--- config.mk ---
export PLATFORM = sky130hd
export DESIGN_NAME = tile_spawner
export DESIGN_NICKNAME = d
export VERILOG_FILES = /design/src/rtl/game2048_pkg.sv /design/src/rtl/lfsr16.sv /design/src/rtl/tile_spawner.sv
export SDC_FILE = /design/constraint.sdc
export NUM_CORES = 1
export LEC_CHECK = 0
export BUFFER_PORTS_ARGS = -buffer_cell sky130_fd_sc_hd__buf_2
export CAP_MARGIN = 15
export CORE_UTILIZATION = 55
export CTS_CLUSTER_SIZE = 40
export DETAILED_ROUTE_END_ITERATION = 6
export GPL_TIMING_DRIVEN = 0
export HOLD_SLACK_MARGIN = 0.06
export PLACE_DENSITY = 0.81
export SYNTH_ARGS = -nofsm -noshare
export SYNTH_HDL_FRONTEND = slang
export SYNTH_SLANG_ARGS = --single-unit
--- constraint.sdc ---
create_clock -name clk -period 3.5 [get_ports clk]
set_clock_uncertainty 0.05 [all_clocks]
set_input_delay 0.525 -clock clk [delete_from_list [all_inputs] [get_ports clk]]
set_output_delay 0.525 -clock clk [all_outputs]
set_load 0.1 [all_outputs]
--- src/rtl/game2048_pkg.sv ---
// Shared constants, FSM state type and LFSR helper for the 2048 board logic.
// Imported by lfsr16 and tile_spawner.
package game2048_pkg;

  localparam int N      = 4;
  localparam int TILE_W = 4;
  localparam int CELLS  = N * N;
  localparam int IDX_W  = $clog2(CELLS);

  localparam logic [15:0] LFSR_RESET = 16'hACE1;

  typedef enum logic {
    IDLE,
    SCAN
  } state_t;

  // An all-zero LFSR state would lock up, so it is mapped to LFSR_RESET.
  function automatic logic [15:0] lfsr_fix(input logic [15:0] v);
    return (v == 16'h0) ? LFSR_RESET : v;
  endfunction

endpackage

--- src/rtl/lfsr16.sv ---
// Free-running 16-bit Fibonacci LFSR (taps 16,14,13,11) with zero guard.
// Ports: clk, rst (sync, active high), load/load_val (override step), q.
module lfsr16
  import game2048_pkg::*;
#(
  parameter logic [15:0] SEED = LFSR_RESET
) (
  input  logic        clk,
  input  logic        rst,
  input  logic        load,
  input  logic [15:0] load_val,
  output logic [15:0] q
);

  logic [15:0] r_q;
  logic        w_fb;

  assign w_fb = r_q[15] ^ r_q[13] ^ r_q[12] ^ r_q[10];
  assign q    = r_q;

  always_ff @(posedge clk) begin
    if (rst) begin
      r_q <= lfsr_fix(SEED);
    end else if (load) begin
      r_q <= lfsr_fix(load_val);
    end else begin
      r_q <= lfsr_fix({r_q[14:0], w_fb});
    end
  end

endmodule

--- src/rtl/tile_spawner.sv ---
// New-tile generator: snapshots the board, scans from an LFSR-chosen cell
// with wrap-around for an empty slot and writes a 2 or 4 tile there.
// Ports: clk, rst (sync, active high), spawn_req, in_vals -> out_vals,
// busy (scanning), done (result pulse), full (no empty cell, with done).
// Optional macro TILE_SPAWN_SEED_PORT_EN adds seed_we/seed to reload LFSR.
module tile_spawner
  import game2048_pkg::*;
#(
  parameter int          N          = game2048_pkg::N,
  parameter int          TILE_W     = game2048_pkg::TILE_W,
  parameter int          TWO_THRESH = 11,
  parameter logic [15:0] SEED       = 16'hACE1,
  localparam int         CELLS      = N * N,
  localparam int         IDX_W      = $clog2(CELLS),
  localparam int         BW         = CELLS * TILE_W
) (
  input  logic          clk,
  input  logic          rst,
  input  logic          spawn_req,
  input  logic [BW-1:0] in_vals,
`ifdef TILE_SPAWN_SEED_PORT_EN
  input  logic          seed_we,
  input  logic [15:0]   seed,
`endif
  output logic [BW-1:0] out_vals,
  output logic          busy,
  output logic          done,
  output logic          full
);

  state_t              r_state;
  state_t              w_state_nx;
  logic [BW-1:0]       r_snap;
  logic [BW-1:0]       r_out;
  logic [IDX_W-1:0]    r_ptr;
  logic [IDX_W:0]      r_cnt;
  logic [TILE_W-1:0]   r_val;
  logic                r_done;
  logic                r_full;

  logic [15:0]         w_lfsr;
  logic                w_load;
  logic [15:0]         w_load_val;
  logic [TILE_W-1:0]   w_cell;
  logic [TILE_W-1:0]   w_code;
  logic [BW-1:0]       w_put;
  logic                w_start;
  logic                w_exh;
  logic                w_empty;

`ifdef TILE_SPAWN_SEED_PORT_EN
  assign w_load     = seed_we;
  assign w_load_val = seed;
`else
  assign w_load     = 1'b0;
  assign w_load_val = 16'h0;
`endif

  lfsr16 #(
    .SEED    (SEED)
  ) u_lfsr (
    .clk     (clk),
    .rst     (rst),
    .load    (w_load),
    .load_val(w_load_val),
    .q       (w_lfsr)
  );

  assign w_cell  = r_snap[r_ptr*TILE_W +: TILE_W];
  assign w_start = (r_state == IDLE) && spawn_req;
  assign w_exh   = (r_cnt == (IDX_W+1)'(CELLS));
  assign w_empty = (w_cell == '0);
  assign w_code  = (5'(w_lfsr[15:12]) < 5'(TWO_THRESH))
                 ? TILE_W'(1) : TILE_W'(2);

  always_comb begin
    w_put = r_snap;
    w_put[r_ptr*TILE_W +: TILE_W] = r_val;
  end

  always_comb begin
    w_state_nx = r_state;
    unique case (1'b1)
      (r_state == IDLE): if (spawn_req) w_state_nx = SCAN;
      (r_state == SCAN): if (w_exh || w_empty) w_state_nx = IDLE;
      default:           w_state_nx = IDLE;
    endcase
  end

  always_ff @(posedge clk) begin
    if (rst) begin
      r_state <= IDLE;
      r_snap  <= '0;
      r_out   <= '0;
      r_ptr   <= '0;
      r_cnt   <= '0;
      r_val   <= '0;
      r_done  <= 1'b0;
      r_full  <= 1'b0;
    end else begin
      r_state <= w_state_nx;
      r_done  <= 1'b0;
      if (w_start) begin
        r_snap <= in_vals;
        r_ptr  <= w_lfsr[IDX_W-1:0];
        r_val  <= w_code;
        r_cnt  <= '0;
      end else if (r_state == SCAN) begin
        if (w_exh) begin
          r_out  <= r_snap;
          r_full <= 1'b1;
          r_done <= 1'b1;
        end else if (w_empty) begin
          r_out  <= w_put;
          r_full <= 1'b0;
          r_done <= 1'b1;
        end else begin
          // CELLS is a power of two, so the increment wraps by itself.
          r_ptr <= r_ptr + 1'b1;
          r_cnt <= r_cnt + 1'b1;
        end
      end
    end
  end

  assign out_vals = r_out;
  assign busy     = (r_state == SCAN);
  assign done     = r_done;
  assign full     = r_full;

endmodule
==> impl_metrics.yaml, run 1 <==
timing:
  fmax_mhz: 328.6
  finalSetupTns_ns: 0
  timing.final.hold_violations: 0
  worst_pin_slew_ns: 0.7641
  setup_viol: 0
  final-max-slew-violation-count: 0
  post-route-min-period_ns: 3.043
  fin_crit_sh: 0.8695
  rsz0062_at_grt: "false"
  slew_headroom: 0.4875
logic_synthesis:
  synth-edff-count: 0
  ys_ff_latch: 158
  synth-main-ff-cell: "dfxtp_1"
  synth.most_common_cell: "nand2_1"
  synth_top_area_frac: 0.4430
  synthCells: 838
  synth_nets: 912
  netlist_top_cells_area: "dfxtp_1 (44%), nand2_1 (9.2%), a21oi_1 (6.7%), mux2i_1 (6.0%), mux2_2 (4.4%)"
  syn_area_mm2: 0.007139
  ys_async_sr_fraction: 0
  synthTopCellsByCount: "nand2_1 (175), dfxtp_1 (158), a21oi_1 (96)"
  seq_area_frac_synth: 0.4430
  avgSynthCellArea_um2: 8.520
  ys_warn_count: 0
  synth_cell_types: 50
  synth_top_area_cell: "dfxtp_1"
clocking:
  cts_htree_levels: 4
  cts_hold_buf: 0
  cts_resized: 0
  numCtsBuffers: 17
  clockBufferDepth: 2
  clk_latency_ns: 0.43
  clk_pin_slew_ns: 0.06
  clockRootBuffer: "clkbuf_16"
  cts_sinks: 158
  cts_setup_buffers: 0
  cts_tree: "yes"
job:
  maxCapViolCount: 0
cells_and_area:
  drive_gt1_frac: 0.2058
  fillers: 1083
  diodes: 0
  final_nets: 1063
  instances_no_fill: 1173
  area_growth_syn_to_layout_pct: 21.29
  post-route-util: 0.6862
  fin_area_mm2: 0.008660
setup_path:
  critPathLaunch: "r_ptr[1]$_SDFFE_PP0P_"
  r2r-start: "r_ptr[1]$_SDFFE_PP0P_"
  cp.required_ns: 3.77
  reg2reg_slack_ns: 0.46
  start_kind: "flip-flop"
  worst-path-max-fanout: 10
  cp-end-kind: "flip-flop"
  reg2regPathDepth: 9
  reg2reg_to: "out_vals[56]$_SDFFE_PP0P_"
  cp.arrival_ns: 3.31
  criticalPathCategory: "reg -> reg"
  worstSetupEndpoint: "out_vals[56]$_SDFFE_PP0P_"
min_path:
  hold_path_class: "in -> reg"
grt:
  antenna_found_initial: 0
  grt_pass1_vias: 6226
  grt-ovfl-total: 0
  grt_pass1_wl_mm: 30.95
  grt_max_degree: 17
  grt_use_total: 0.3055
pwr:
  peakVddDrop_mv: 0.3186
  leakage_nw: 3.763
  swShare: 0.2900
  power.density_mw_per_mm2: 565.3
  seq_power_share: 0.403
  combPwrFrac: 0.186
  p_switching_w: 0.001420
  power.total_w: 0.004895
  p_int_w: 0.003475
  clkPwrFrac: 0.412
floorplanning:
  coreArea_mm2: 0.01262
  fp.dieArea_mm2: 0.01344
  fp.dieH_um: 115.9
  initial_utilization: 0.5657
  row_count: 41
  dieWidth_um: 115.9
  io_pins: 134
placed_design:
  place.gp.congestion: 0.9844
  dpl_cell_area_mm2: 0.008015
  dpl.cell_count: 1142
  hpwl_mm: 14.50
  port_buffers: 132
run_status:
  outcome: "finished, final reports clean"
route:
  drc: 0
  ant_nets: 0
  routed_wl_mm: 19.92
  routed_via_density: 5.633
  post_drt_wl_per_cell_um: 16.98
  drtIter0Drc: 431
  first_pass_iters: 5
  vias: 6608
## registers in the layout (all words and copies together) (netlist names)
name / flops
u_lfsr.q: 16
r_ptr: 4
full: 1
r_snap: 64
r_cnt: 5
out_vals: 64
done: 1
r_val: 2
busy: 1
## worst min path at each step
| stage | slack [ns] | endpoint | depth (start not counted) | start |
|---|---|---|---|---|
| 2_1_floorplan | 0.36 | u_lfsr.q[5]$_SDFF_PP1_ | 1 | u_lfsr.q[4]$_SDFF_PP0_ |
| 3_3_place_gp | 0.37 | u_lfsr.q[6]$_SDFF_PP1_ | 1 | u_lfsr.q[5]$_SDFF_PP1_ |
| 3_5_place_dp | 0.37 | u_lfsr.q[10]$_SDFF_PP1_ | 1 | u_lfsr.q[9]$_SDFF_PP0_ |
| 4_1_cts | 0.27 | r_snap[51]$_SDFFE_PP0P_ | 3 | in_vals[51] |
| 5_1_grt | 0.28 | r_snap[58]$_SDFFE_PP0P_ | 3 | in_vals[58] |
| 6_report | 0.28 | r_snap[51]$_SDFFE_PP0P_ | 3 | in_vals[51] |
## cell usage in the layout, fill, tap and decap left out, drive strengths merged, types with 5 or more instances in the layout
cell / synthesis / layout
nor2: 28 / 28
or4: 13 / 13
nor4: 15 / 15
a21oi: 96 / 96
ha: 7 / 7
mux2: 32 / 32
nand3: 28 / 28
nand3b: 34 / 34
inv: 9 / 9
nand2b: 41 / 41
nor2b: 36 / 36
o21ai: 5 / 5
nand2: 176 / 176
and2: 9 / 9
mux2i: 43 / 43
clkbuf: 42 / 68
dfxtp: 158 / 158
and3: 7 / 7
nor3: 8 / 8
buf: 14 / 146
## worst max-delay path, stage by stage, from the launching register on
cell       delay [ns]
dfxtp_1          0.39
buf_6            0.16
clkinv_1         0.19
ha_1             0.53
inv_1            0.18
a2111oi_4        0.57
nand2_1          0.29
mux2i_1          0.21
nor2_1           0.07
mux2_2           0.29
## final cells by class
| type | count | area [um^2] | share of cell area |
|---|---|---|---|
| Buffer | 56 | 241.5 | 0.02789 |
| Clock buffer | 26 | 519.2 | 0.05996 |
| Clock inverter | 5 | 125.1 | 0.01445 |
| Inverter | 10 | 37.54 | 0.004335 |
| Multi-Input combinational cell | 614 | 3697 | 0.4270 |
| Sequential cell | 158 | 3163 | 0.3653 |
| Tap cell | 172 | 215.2 | 0.02485 |
| Timing Repair Buffer | 132 | 660.6 | 0.07629 |
## through the flow
step | hold WS [ns] | worst slack, ns
after global placement | 0.3712 | 0.5726
after detailed placement | 0.3745 | 0.5470
after global routing | 0.2813 | 0.2581
final | 0.2781 | 0.4568
after floorplan | 0.3613 | 0.9233
after CTS | 0.2719 | 0.4801
## metal layers
layer  global-route usage  share of wire  up-vias
met1               0.3774           0.42     3081
met2               0.4948           0.46      300
met4               0.1547          0.032        0
met5                    0              0        -
met3              0.07688          0.081       53
li1                     -              -     3174
## logic make-up (layout without fill, tap and decap cells)
family | count (synthesis) | after routing | share of synthesized area
fa+ha+maj | 7 | 7 | 0.01227
mux | 75 | 75 | 0.1108
buf+inv | 66 | 229 | 0.03908
simple gates | 405 | 405 | 0.2888
flops | 158 | 158 | 0.4430
xor+xnor | 4 | 4 | 0.004908
compound gates | 123 | 123 | 0.1011
## power groups by stage
stage | logic (W) | clock network [W] | registers [W]
floorplan | 0.000509 | 0 | 0.00215
global placement | 0.000878 | 0 | 0.00200
detailed placement | 0.000887 | 0 | 0.00201
CTS | 0.000896 | 0.00202 | 0.00197
global route | 0.000976 | 0.00210 | 0.00198
finish | 0.000908 | 0.00202 | 0.00197
Note: power is estimated with default switching activity, not from simulation.
==> inputs of run 2 (changes only) <==
- clock period: 3.5 -> 2.9 ns (I/O delays scaled with it)
==> impl_metrics.yaml, run 2 (synthesized netlist as in run 1, its figures left out) <==
floorplanning:
  row_count: 41
  dieWidth_um: 115.9
  coreArea_mm2: 0.01262
  initial_utilization: 0.5657
  fp.dieArea_mm2: 0.01344
  fp.dieH_um: 115.9
  io_pins: 134
timing:
  fin_crit_sh: 0.9698
  fmax_mhz: 355.6
  setup_viol: 0
  worst_pin_slew_ns: 0.7275
  slew_headroom: 0.5150
  final-max-slew-violation-count: 0
  post-route-min-period_ns: 2.812
  timing.final.hold_violations: 0
  finalSetupTns_ns: 0
placed_design:
  place.gp.congestion: 0.9844
  dpl.cell_count: 1142
  dpl_cell_area_mm2: 0.008015
  hpwl_mm: 14.50
  port_buffers: 132
cells_and_area:
  instances_no_fill: 1175
  layout_commonest_cell: "nand2_1"
  drive_gt1_frac: 0.2193
  final_nets: 1065
  post-route-util: 0.6920
  mostFrequentLayoutCells: "nand2_1 (173), dfxtp_1 (158), buf_2 (140)"
  area_growth_syn_to_layout_pct: 22.33
  diodes: 0
  fin_area_mm2: 0.008733
setup_path:
  critPathSlowestCell: "a211oi_2"
  cp_cell_sequence: "buf_6 > or2_2 > nor2_1 > ha_1 > a211oi_2 > nand2_1 > mux2i_1 > nor2_1 > mux2_2"
  cp-end-kind: "flip-flop"
  start_kind: "flip-flop"
  r2r-start: "r_ptr[0]$_SDFFE_PP0P_"
  cp.required_ns: 3.17
  cp.arrival_ns: 3.08
  reg2regPathDepth: 9
  reg2reg_to: "out_vals[52]$_SDFFE_PP0P_"
  worst-path-max-fanout: 10
  crit_family: "simple AND/OR/NAND/NOR gates"
  cp_num_buf_inv: 1
  reg2reg_slack_ns: 0.09
  crit_top_cell: "nor2_1"
  criticalPathCategory: "reg -> reg"
  max_stage_delay_ns: 0.49
route:
  drtIter0Drc: 466
  routed_via_density: 5.626
  drc: 0
  routed_wl_mm: 19.99
  vias: 6611
  first_pass_iters: 5
  ant_nets: 0
  post_drt_wl_per_cell_um: 17.01
pwr:
  leakage_nw: 3.802
  power.density_mw_per_mm2: 680.2
  peakVddDrop_mv: 0.3866
run_status:
  outcome: "finished, final reports clean"
min_path:
  hold_end: "r_snap[51]$_SDFFE_PP0P_"
  hold_depth: 3
  hold_start: "in_vals[51]"
  hold_path_class: "in -> reg"
clocking:
  cts_hold_buf: 0
  clockRootBuffer: "clkbuf_16"
  cts_tree: "yes"
  cts_sinks: 158
  clk_latency_ns: 0.43
  clockBufferDepth: 2
  cts_htree_levels: 4
  numCtsBuffers: 17
  clk_pin_slew_ns: 0.06
job:
  maxCapViolCount: 0
grt:
  grt_max_degree: 17
  grt_pass1_vias: 6252
  antenna_found_initial: 0
  grt_use_total: 0.3070
  grt_pass1_wl_mm: 31.04
  grt-ovfl-total: 0
==> run 2: worst max-delay path by stage <==
stage	from	endpoint	slack, ns	depth (start not counted)
2_1_floorplan	busy$_SDFF_PP0_	r_ptr[3]$_SDFFE_PP0P_	0.32	5
3_3_place_gp	r_ptr[1]$_SDFFE_PP0P_	out_vals[57]$_SDFFE_PP0P_	-0.03	9
3_5_place_dp	r_ptr[1]$_SDFFE_PP0P_	out_vals[57]$_SDFFE_PP0P_	-0.05	9
4_1_cts	r_ptr[1]$_SDFFE_PP0P_	out_vals[48]$_SDFFE_PP0P_	0.003	9
5_1_grt	r_ptr[0]$_SDFFE_PP0P_	out_vals[49]$_SDFFE_PP0P_	-0.02	9
6_report	r_ptr[0]$_SDFFE_PP0P_	out_vals[52]$_SDFFE_PP0P_	0.09	9
==> run 2: power by group <==
part / switching [W] / internal, W
logic: 0.000780 / 0.000352
registers: 0.0000952 / 0.00229
clock network: 0.000855 / 0.00157
==> run 2: area by class of cell <==
cell class,count,area [um^2]
clock buffers,26,519.2
multi-input cells,614,3746
clock inverters,5,125.1
inverters,10,41.29
repair buffers,135,683.2
flip-flops and latches,158,3163
fillers,1070,3886
plain buffers,55,240.2
well taps,172,215.2
==> run 2: worst register-to-register path: cells and delay by family (launching register included) <==
family                     cells  cell delay, ns
and+or+nand+nor                4            0.81
muxes                          2            0.50
AOI/OAI and AO/OA              1            0.49
DFF                            1            0.36
adders and majority gates      1            0.32
buffers and inverters          1            0.17
==> run 2: per-layer routing <==
metal  share of wire  global-route usage
met1            0.43              0.3774
met2            0.46              0.4937
met3           0.076             0.08421
met4           0.032              0.1564
met5               0                   0
==> run 2: through the flow <==
step,total power [W],hold slack (ns),setup slack [ns]
2_1_floorplan,0.003203,0.3613,0.3233
5_1_grt,0.006145,0.1876,-0.01598
3_3_place_gp,0.003480,0.3712,-0.02736
3_5_place_dp,0.003493,0.3745,-0.05304
4_1_cts,0.005897,0.1819,0.002881
6_report,0.005941,0.1887,0.08769
==> run 2: what timing repair did <==
item	in CTS	in global routing
setup buffers	2	1
setup endpoints to repair	8	31
gates resized for setup	1	15
pin swaps	1	3
gates cloned	0	0
